==> src/rtl/evm_ballot_counter.sv <==
// Clocked ballot tally core: one ballot per armed session, candidate counters, turnout divider.
// Optional per-gender tally and gender validation enabled by defining EVM_GENDER_TALLY_EN.
module evm_ballot_counter #(
  parameter int NUM_CAND   = 3,
  parameter int CNT_W      = 8,
  parameter int ELECTORATE = 127,
  localparam int TOT_W     = CNT_W + $clog2(NUM_CAND),
  localparam int NUM_W     = TOT_W + 7
) (
  input  logic                      clk,
  input  logic                      rst_n,
  input  logic                      voting_en,
  input  logic                      cast,
  input  logic [NUM_CAND-1:0]       ballot_sel,
  input  logic                      gender_male,
  input  logic                      gender_female,
  output logic [NUM_CAND-1:0]       vote_led,
  output logic                      invalid,
  output logic [NUM_CAND*CNT_W-1:0] tally,
  output logic [TOT_W-1:0]          total,
  output logic [CNT_W-1:0]          male_cnt,
  output logic [CNT_W-1:0]          female_cnt,
  output logic [6:0]                turnout_pct,
  output logic                      pct_valid,
  output logic                      busy
);

  localparam int IDX_W  = $clog2(NUM_CAND);
  localparam int STEP_W = $clog2(NUM_W + 1);

  typedef enum logic [1:0] {IDLE, ARMED, CALC, DONE} state_t;

  state_t              state;
  logic                en_q;
  logic                en_qq;
  logic [CNT_W-1:0]    cnt [NUM_CAND];
  logic [NUM_W-1:0]    dvd;
  logic [TOT_W-1:0]    rem;
  logic [6:0]          quo;
  logic [STEP_W-1:0]   step;

  logic [IDX_W-1:0]    sel_idx;
  logic                sel_onehot;
  logic                gender_ok;
  logic                accept;
  logic [TOT_W:0]      shifted;
  logic                ge;

`ifndef EVM_GENDER_TALLY_EN
  logic gender_unused;
  assign gender_unused = gender_male | gender_female;
  assign male_cnt      = '0;
  assign female_cnt    = '0;
`endif

  always_comb begin
    sel_idx = '0;
    for (int unsigned i = 0; i < NUM_CAND; i++) begin
      if (ballot_sel[i]) sel_idx = IDX_W'(i);
    end
    sel_onehot = (ballot_sel != '0) &&
                 ((ballot_sel & (ballot_sel - NUM_CAND'(1))) == '0);
`ifdef EVM_GENDER_TALLY_EN
    gender_ok = gender_male ^ gender_female;
`else
    gender_ok = 1'b1;
`endif
    accept = sel_onehot && (cnt[sel_idx] != '1) &&
             (total < TOT_W'(ELECTORATE)) && gender_ok;
  end

  always_comb begin
    tally = '0;
    for (int unsigned i = 0; i < NUM_CAND; i++) begin
      tally[i*CNT_W +: CNT_W] = cnt[i];
    end
  end

  // Restoring division step: dividend shifts out MSB-first, quotient bits shift in at LSB.
  assign shifted = {rem, dvd[NUM_W-1]};
  assign ge      = shifted >= (TOT_W+1)'(ELECTORATE);

  always_ff @(posedge clk) begin
    if (!rst_n) begin
      state       <= IDLE;
      en_q        <= 1'b0;
      en_qq       <= 1'b0;
      for (int unsigned i = 0; i < NUM_CAND; i++) cnt[i] <= '0;
      total       <= '0;
      vote_led    <= '0;
      invalid     <= 1'b0;
      turnout_pct <= '0;
      pct_valid   <= 1'b1;
      busy        <= 1'b0;
      dvd         <= '0;
      rem         <= '0;
      quo         <= '0;
      step        <= '0;
`ifdef EVM_GENDER_TALLY_EN
      male_cnt    <= '0;
      female_cnt  <= '0;
`endif
    end else begin
      en_q  <= voting_en;
      en_qq <= en_q;
      case (state)
        IDLE: begin
          if (en_q && !en_qq) begin
            state    <= ARMED;
            busy     <= 1'b1;
            invalid  <= 1'b0;
            vote_led <= '0;
          end
        end
        ARMED: begin
          if (cast) begin
            if (accept) begin
              cnt[sel_idx] <= cnt[sel_idx] + CNT_W'(1);
              total        <= total + TOT_W'(1);
`ifdef EVM_GENDER_TALLY_EN
              if (gender_male)   male_cnt   <= male_cnt + CNT_W'(1);
              if (gender_female) female_cnt <= female_cnt + CNT_W'(1);
`endif
              vote_led  <= ballot_sel;
              dvd       <= NUM_W'(total + TOT_W'(1)) * NUM_W'(100);
              rem       <= '0;
              quo       <= '0;
              step      <= '0;
              pct_valid <= 1'b0;
              state     <= CALC;
            end else begin
              invalid  <= 1'b1;
              vote_led <= '0;
              busy     <= 1'b0;
              state    <= DONE;
            end
          end else if (!en_q) begin
            busy  <= 1'b0;
            state <= IDLE;
          end
        end
        CALC: begin
          if (step == STEP_W'(NUM_W)) begin
            turnout_pct <= quo;
            pct_valid   <= 1'b1;
            busy        <= 1'b0;
            state       <= DONE;
          end else begin
            dvd  <= {dvd[NUM_W-2:0], 1'b0};
            rem  <= TOT_W'(ge ? (shifted - (TOT_W+1)'(ELECTORATE)) : shifted);
            quo  <= {quo[5:0], ge};
            step <= step + STEP_W'(1);
          end
        end
        DONE: begin
          if (!en_q) state <= IDLE;
        end
        default: state <= IDLE;
      endcase
    end
  end

endmodule

==> config.mk <==
export PLATFORM = sky130hd
export DESIGN_NAME = evm_ballot_counter
export DESIGN_NICKNAME = d
export VERILOG_FILES = /design/src/rtl/evm_ballot_counter.sv
export SDC_FILE = /design/constraint.sdc
export NUM_CORES = 1
export LEC_CHECK = 0
export CELL_PAD_IN_SITES_DETAIL_PLACEMENT = 0
export CELL_PAD_IN_SITES_GLOBAL_PLACEMENT = 1
export CORE_MARGIN = 3
export CORE_UTILIZATION = 42
export CTS_CLUSTER_DIAMETER = 150
export DETAILED_ROUTE_END_ITERATION = 7
export PLACE_DENSITY = 0.84
export REMOVE_ABC_BUFFERS = 1
export SETUP_SLACK_MARGIN = 0.2
export SYNTH_ARGS = -nofsm -noshare
export SYNTH_HDL_FRONTEND = slang
export SYNTH_SLANG_ARGS = --single-unit
==> constraint.sdc <==
create_clock -name clk -period 4.95 [get_ports clk]
set_input_delay 1.485 -clock clk [delete_from_list [all_inputs] [get_ports clk]]
set_output_delay 1.485 -clock clk [all_outputs]
set_load 0.005 [all_outputs]
Yosys cells after proc, flatten, opt, wreduce, memory -nomap -nowiden
Memories as Yosys holds them, arrays and structs flattened.
Cells that the tools add are included.
Operators by class
  shifts and indexed selects: 0
  divide/modulo/power cells: 0
  eq/ne operators: 13
  add/subtract/negate cells: 6
  muxes and demuxes: 52
  reduce and logical (&&, ||, !) cells: 20
  multipliers: 1
  bitwise operators: 1
  order comparisons: 2
Operator list (count)
  $mux 17: 3
  $mux 10: 4
  $pmux 17 s2: 1
  $mux 7: 3
  $mux 1: 20
  $pmux 10 s2: 1
  $mul 11x5->15 const B: 1
  $mux 5: 3
  $pmux 7 s2: 1
  $mux 2: 6
  $ne 2x2->1 const B: 6
  $reduce_and 4->1: 3
  $add 10x1->11 const B: 1
  $ge 11x7->1 const B: 1
  $add 10x1->10 const B: 1
  $lt 10x7->1 const B: 1
  $pmux 5 s2: 1
  $sub 10x7->10 const B: 1
  $mux 3: 3
  $add 8x1->8 const B: 1
  $mux 8: 1
  $ne 8x8->1 const B: 1
  $pmux 2 s4: 1
  $reduce_or 8->1: 1
  other kinds (19): 29
Word-level totals
  bits of input ports: 9
  output and inout bits: 63
  logic and storage cells: 109
  bits in latches: 0
  register bits after elaboration: 66
  ROM bits: 0
  RAM bits: 24
  memories kept: 1
Memories
  cnt: depth 3, width 8, read ports 4, clocked after memory_dff 0, write ports 3, line 36  | logic [CNT_W-1:0] cnt [NUM_CAND];

Longest topological paths before layout
  depth after elaboration: 13
  gate-level depth with buffers: 19

Worst setup path before layout
OpenSTA, ideal clock, no wires.
  path type: input to register
  start: in ballot_sel[2]
  end: mem cnt[0][0], enable pin
  stages on the path: 10
  buffers on the path: 3
  library setup time: 0.329 ns
  slack: 0.609 ns
  arrival: 4.012 ns
  path through: buf_2 -> clkbuf_1 -> mux2_2 -> ha_1 -> o211ai_1 -> nor4_1 -> a2111oi_4 -> or4b_1 -> buf_6 -> nand2_1
RTL lines
  start: declaration: line 14  | input logic [NUM_CAND-1:0] ballot_sel,
  end: declaration: line 36

Final worst setup path
  start: reg total[0]
  end: reg dvd[16]
On the way
  longest elaborated chain between the ends: 5
  elaborated cells between the ends (all ways): 9
  those cells by class: 1 x add/sub; 1 x mul; 1 x order compare; 1 x eq/ne; 3 x mux; 2 x reduce/logical
Ends and longest elaborated chain
  start: declaration: line 20  | output logic [TOT_W-1:0] total,
  start signal: assignment: line 119  | total <= total + TOT_W'(1);
  $add 10x1->11: line 125  | dvd <= NUM_W'(total + TOT_W'(1)) * NUM_W'(100);
  $mul 11x5->15: line 125
  $mux 17: line 117  | if (accept) begin
  $mux 17: line 116  | if (cast) begin
  $pmux 17 s2: line 106  | case (state)
  end signal: assignment: line 125
  end signal: assignment: line 149  | dvd <= {dvd[NUM_W-2:0], 1'b0};
  end: declaration: line 37  | logic [NUM_W-1:0] dvd;
Several ways; a longest one is shown, not always the timed one. The select of a mux whose other input is x is not followed.
A chain may end at the register's enable or synchronous reset.

==> results.cfg <==
[route]
avgRoutedWirePerCell_um = 14.36
drc = 0
routed_via_density = 5.273
ant_nets = 0
wirelength_mm = 11.85
drt-initial-drc-count = 208
first_pass_iters = 4
num_vias = 4350

[yosys]
async_reset_ff_frac = 0
synth_top_family_by_area = simple AND/OR/NAND/NOR gates
synth_commonest_cells = dfxtp_1 (64), nand2_1 (53), ha_1 (43)
yosys-mux-area-fraction = 0.04269
synth_fa_ha_area_frac = 0.1207
ys_top_cells_by_area = dfxtp_1 (24%), edfxtp_1 (13%), ha_1 (9.9%), nand3_1 (3.9%), nand2_1 (3.6%)
synthSimpleGateAreaFrac = 0.1845
seq_area_frac_synth = 0.3672
ys_types = 67
synthXorXnorAreaFrac = 0.05784
synth_top_area_frac = 0.2350
ys.warnings.count = 0
synth_area_per_cell_um2 = 9.026
synth_cells = 604
synth-edff-count = 24
yosys.area.top_type = dfxtp_1
synth_seq_cells = 88
ys.flop_type = dfxtp_1
synth_compound_gate_area_share = 0.1510
synth_most_common_cell = dfxtp_1
netlist_area_um2 = 5451

[placement]
placed_area_um2 = 6088
gp_congestion = 0.8740
io_buffers = 53
dp_hpwl_mm = 8.578

[timing]
slew_viol_final = 0
setup_viol = 0
finalCriticalPeriod_ns = 4.416
tightest_slew_ns = 0.7886
final_hold_viol_count = 0
tns_ns = 0
rsz0062_at_grt = false
slew-limit-headroom = 0.4742
fmax_mhz = 226.4
skew_ns = 0.005988
post-route-period-util = 0.8922

[clocking]
cts_htree_levels = 3
cts_root_buffer = clkbuf_16
cts_buffer_depth = 2
clock_latency_ns = 0.34
cts.reportedPaths.clkPinSlew_ns = 0.06
ctsHoldBuffers = 0
cts_sinks = 88
cts_inserted_buffers = 9
cts_tree = done

[global_route]
gr-usage-all-layers = 0.1656
grt_max_degree = 49
antenna_found_initial = 0
grt_pass1_vias = 3958
grt-ovfl-total = 0
grt_pass1_wl_mm = 19.40

[pwr]
power_leakage_nw = 2.660
power_frac_comb = 0.151
vdd_ir_drop_max_v = 0.0001756
p_per_area_nw_per_um2 = 273.0
intPower_mw = 1.287
clkPwrFrac = 0.401
switchingPower_mw = 0.4598
swShare = 0.2633
seqPwrFrac = 0.448

[cells_and_area]
num-fill-cells = 1160
diodes = 0
syn2layout_area_growth_pct = 17.35
final_area_um2 = 6397
drive_gt1_frac = 0.08371
fin_nets = 710

[setup_path]
cp_max_fo = 7
start_kind = flip-flop
cp.arrival_ns = 4.69
worst-setup-path-type = reg2reg
cp-end-kind = flip-flop
cp.required_ns = 5.22

[hold_path]
hp-class = reg2reg

[floorplan]
die_h_um = 119.9
num_rows = 40
core-area_um2 = 12360
dieArea_um2 = 14380
start_util = 0.4410
die_x_um = 119.9
io_pins = 72

[flow_run]
drv_cap = 0

[status]
status = completed
power groups by stage:
stage	clock [mW]	combinational, mW	sequential (mW)
detailed placement	0	0.264	0.799
CTS	0.723	0.266	0.783
global route	0.747	0.295	0.786
floorplan	0	0.155	0.797
global placement	0	0.261	0.798
finish	0.700	0.263	0.783
stage by stage:
stage / power (mW) / cells / util / worst slack [ns] / hold slack [ns]
floorplan: 0.9515 / 574 / - / 0.2835 / 0.4316
global placement: 1.058 / 809 / 0.4925 / 0.2622 / 0.4420
detailed placement: 1.064 / 809 / 0.4925 / 0.2509 / 0.4437
CTS: 1.773 / 825 / 0.5174 / 0.4716 / 0.4521
global route: 1.828 / 825 / 0.5175 / 0.2047 / 0.4776
finish: 1.746 / 825 / 0.5175 / 0.5336 / 0.4532
kinds of logic (layout without fill, tap and decap cells):
group                      Yosys count  in the layout
and+or+nand+nor                    203            203
AOI/OAI and AO/OA                  121            121
DFF                                 88             88
buffers and inverters               85            123
adders and majority gates           49             49
xor gates and xnor gates            36             36
muxes                               21             21
other                                1             16
placed cells by master, fill, tap and decap left out, types with 14 or more instances in the layout:
master           netlist  routed
edfxtp_1              24      24
buf_4                 18      14
ha_1                  43      43
o21ai_0               21      21
a21oi_1               26      26
dfxtp_1               64      64
xor2_1                20      20
nand3_1               42      42
conb_1                 1      16
nor2_1                41      41
xnor2_1               16      16
clkdlybuf4s50_1        0      52
nand2_1               53      53
inv_1                 39      39
area by class of cell:
| class | instances | area [um^2] | share of cell area |
|---|---|---|---|
| multi-input cells | 446 | 3097 | 0.4841 |
| clock inverters | 4 | 51.30 | 0.008019 |
| well taps | 168 | 210.2 | 0.03286 |
| flip-flops and latches | 88 | 2002 | 0.3129 |
| inverters | 40 | 150.1 | 0.02347 |
| clock buffers | 12 | 256.5 | 0.04009 |
| repair buffers | 67 | 630.6 | 0.09857 |
final timing paths:
check                               from      end  slack, ns  depth (start not counted)
worst max-delay path            total[0]  dvd[16]       0.53                         17
worst min-delay path              dvd[3]   dvd[3]       0.45                          2
worst max register to register  total[0]  dvd[16]       0.53                         17
worst min register to register    dvd[3]   dvd[3]       0.45                          2
what timing repair did:
action,in CTS,in global routing
endpoints found under the setup margin,0,2
buffers inserted,0,0
resized for setup,0,1
sequential cells by signal (all words and copies together), names as in the netlist:
signal and count:
pct_valid 1, state 2, en_q 1, total 10, cnt 24, step 5
turnout_pct 7, vote_led 3, invalid 1, busy 1, en_qq 1, quo 7
rem 10, dvd 15
metal layers:
| metal | GRT usage | vias to the layer above | part of all wire | wire (um) |
|---|---|---|---|---|
| li1 | - | 2206 | - | - |
| met2 | 0.2652 | 90 | 0.47 | 5618 |
| met3 | 0.03299 | 9 | 0.041 | 490 |
| met5 | 0 | - | 0 | 0 |
| met1 | 0.2220 | 2045 | 0.47 | 5578 |
| met4 | 0.05941 | 0 | 0.014 | 162 |
worst max-delay path, cell delays in order (launching register included):
cell and delay [ns]:
dfxtp_1 0.48, inv_1 0.13, nor2_1 0.27, and3_2 0.32
nand3_1 0.11, xor2_1 0.29, inv_1 0.12, ha_1 0.31
ha_1 0.28, inv_1 0.05, fa_1 0.50, inv_1 0.05
ha_1 0.26, or3_1 0.41, nor3_1 0.17, nand3_1 0.16
a311o_1 0.34, o21ai_1 0.11
(Power assumes the default switching activity.)
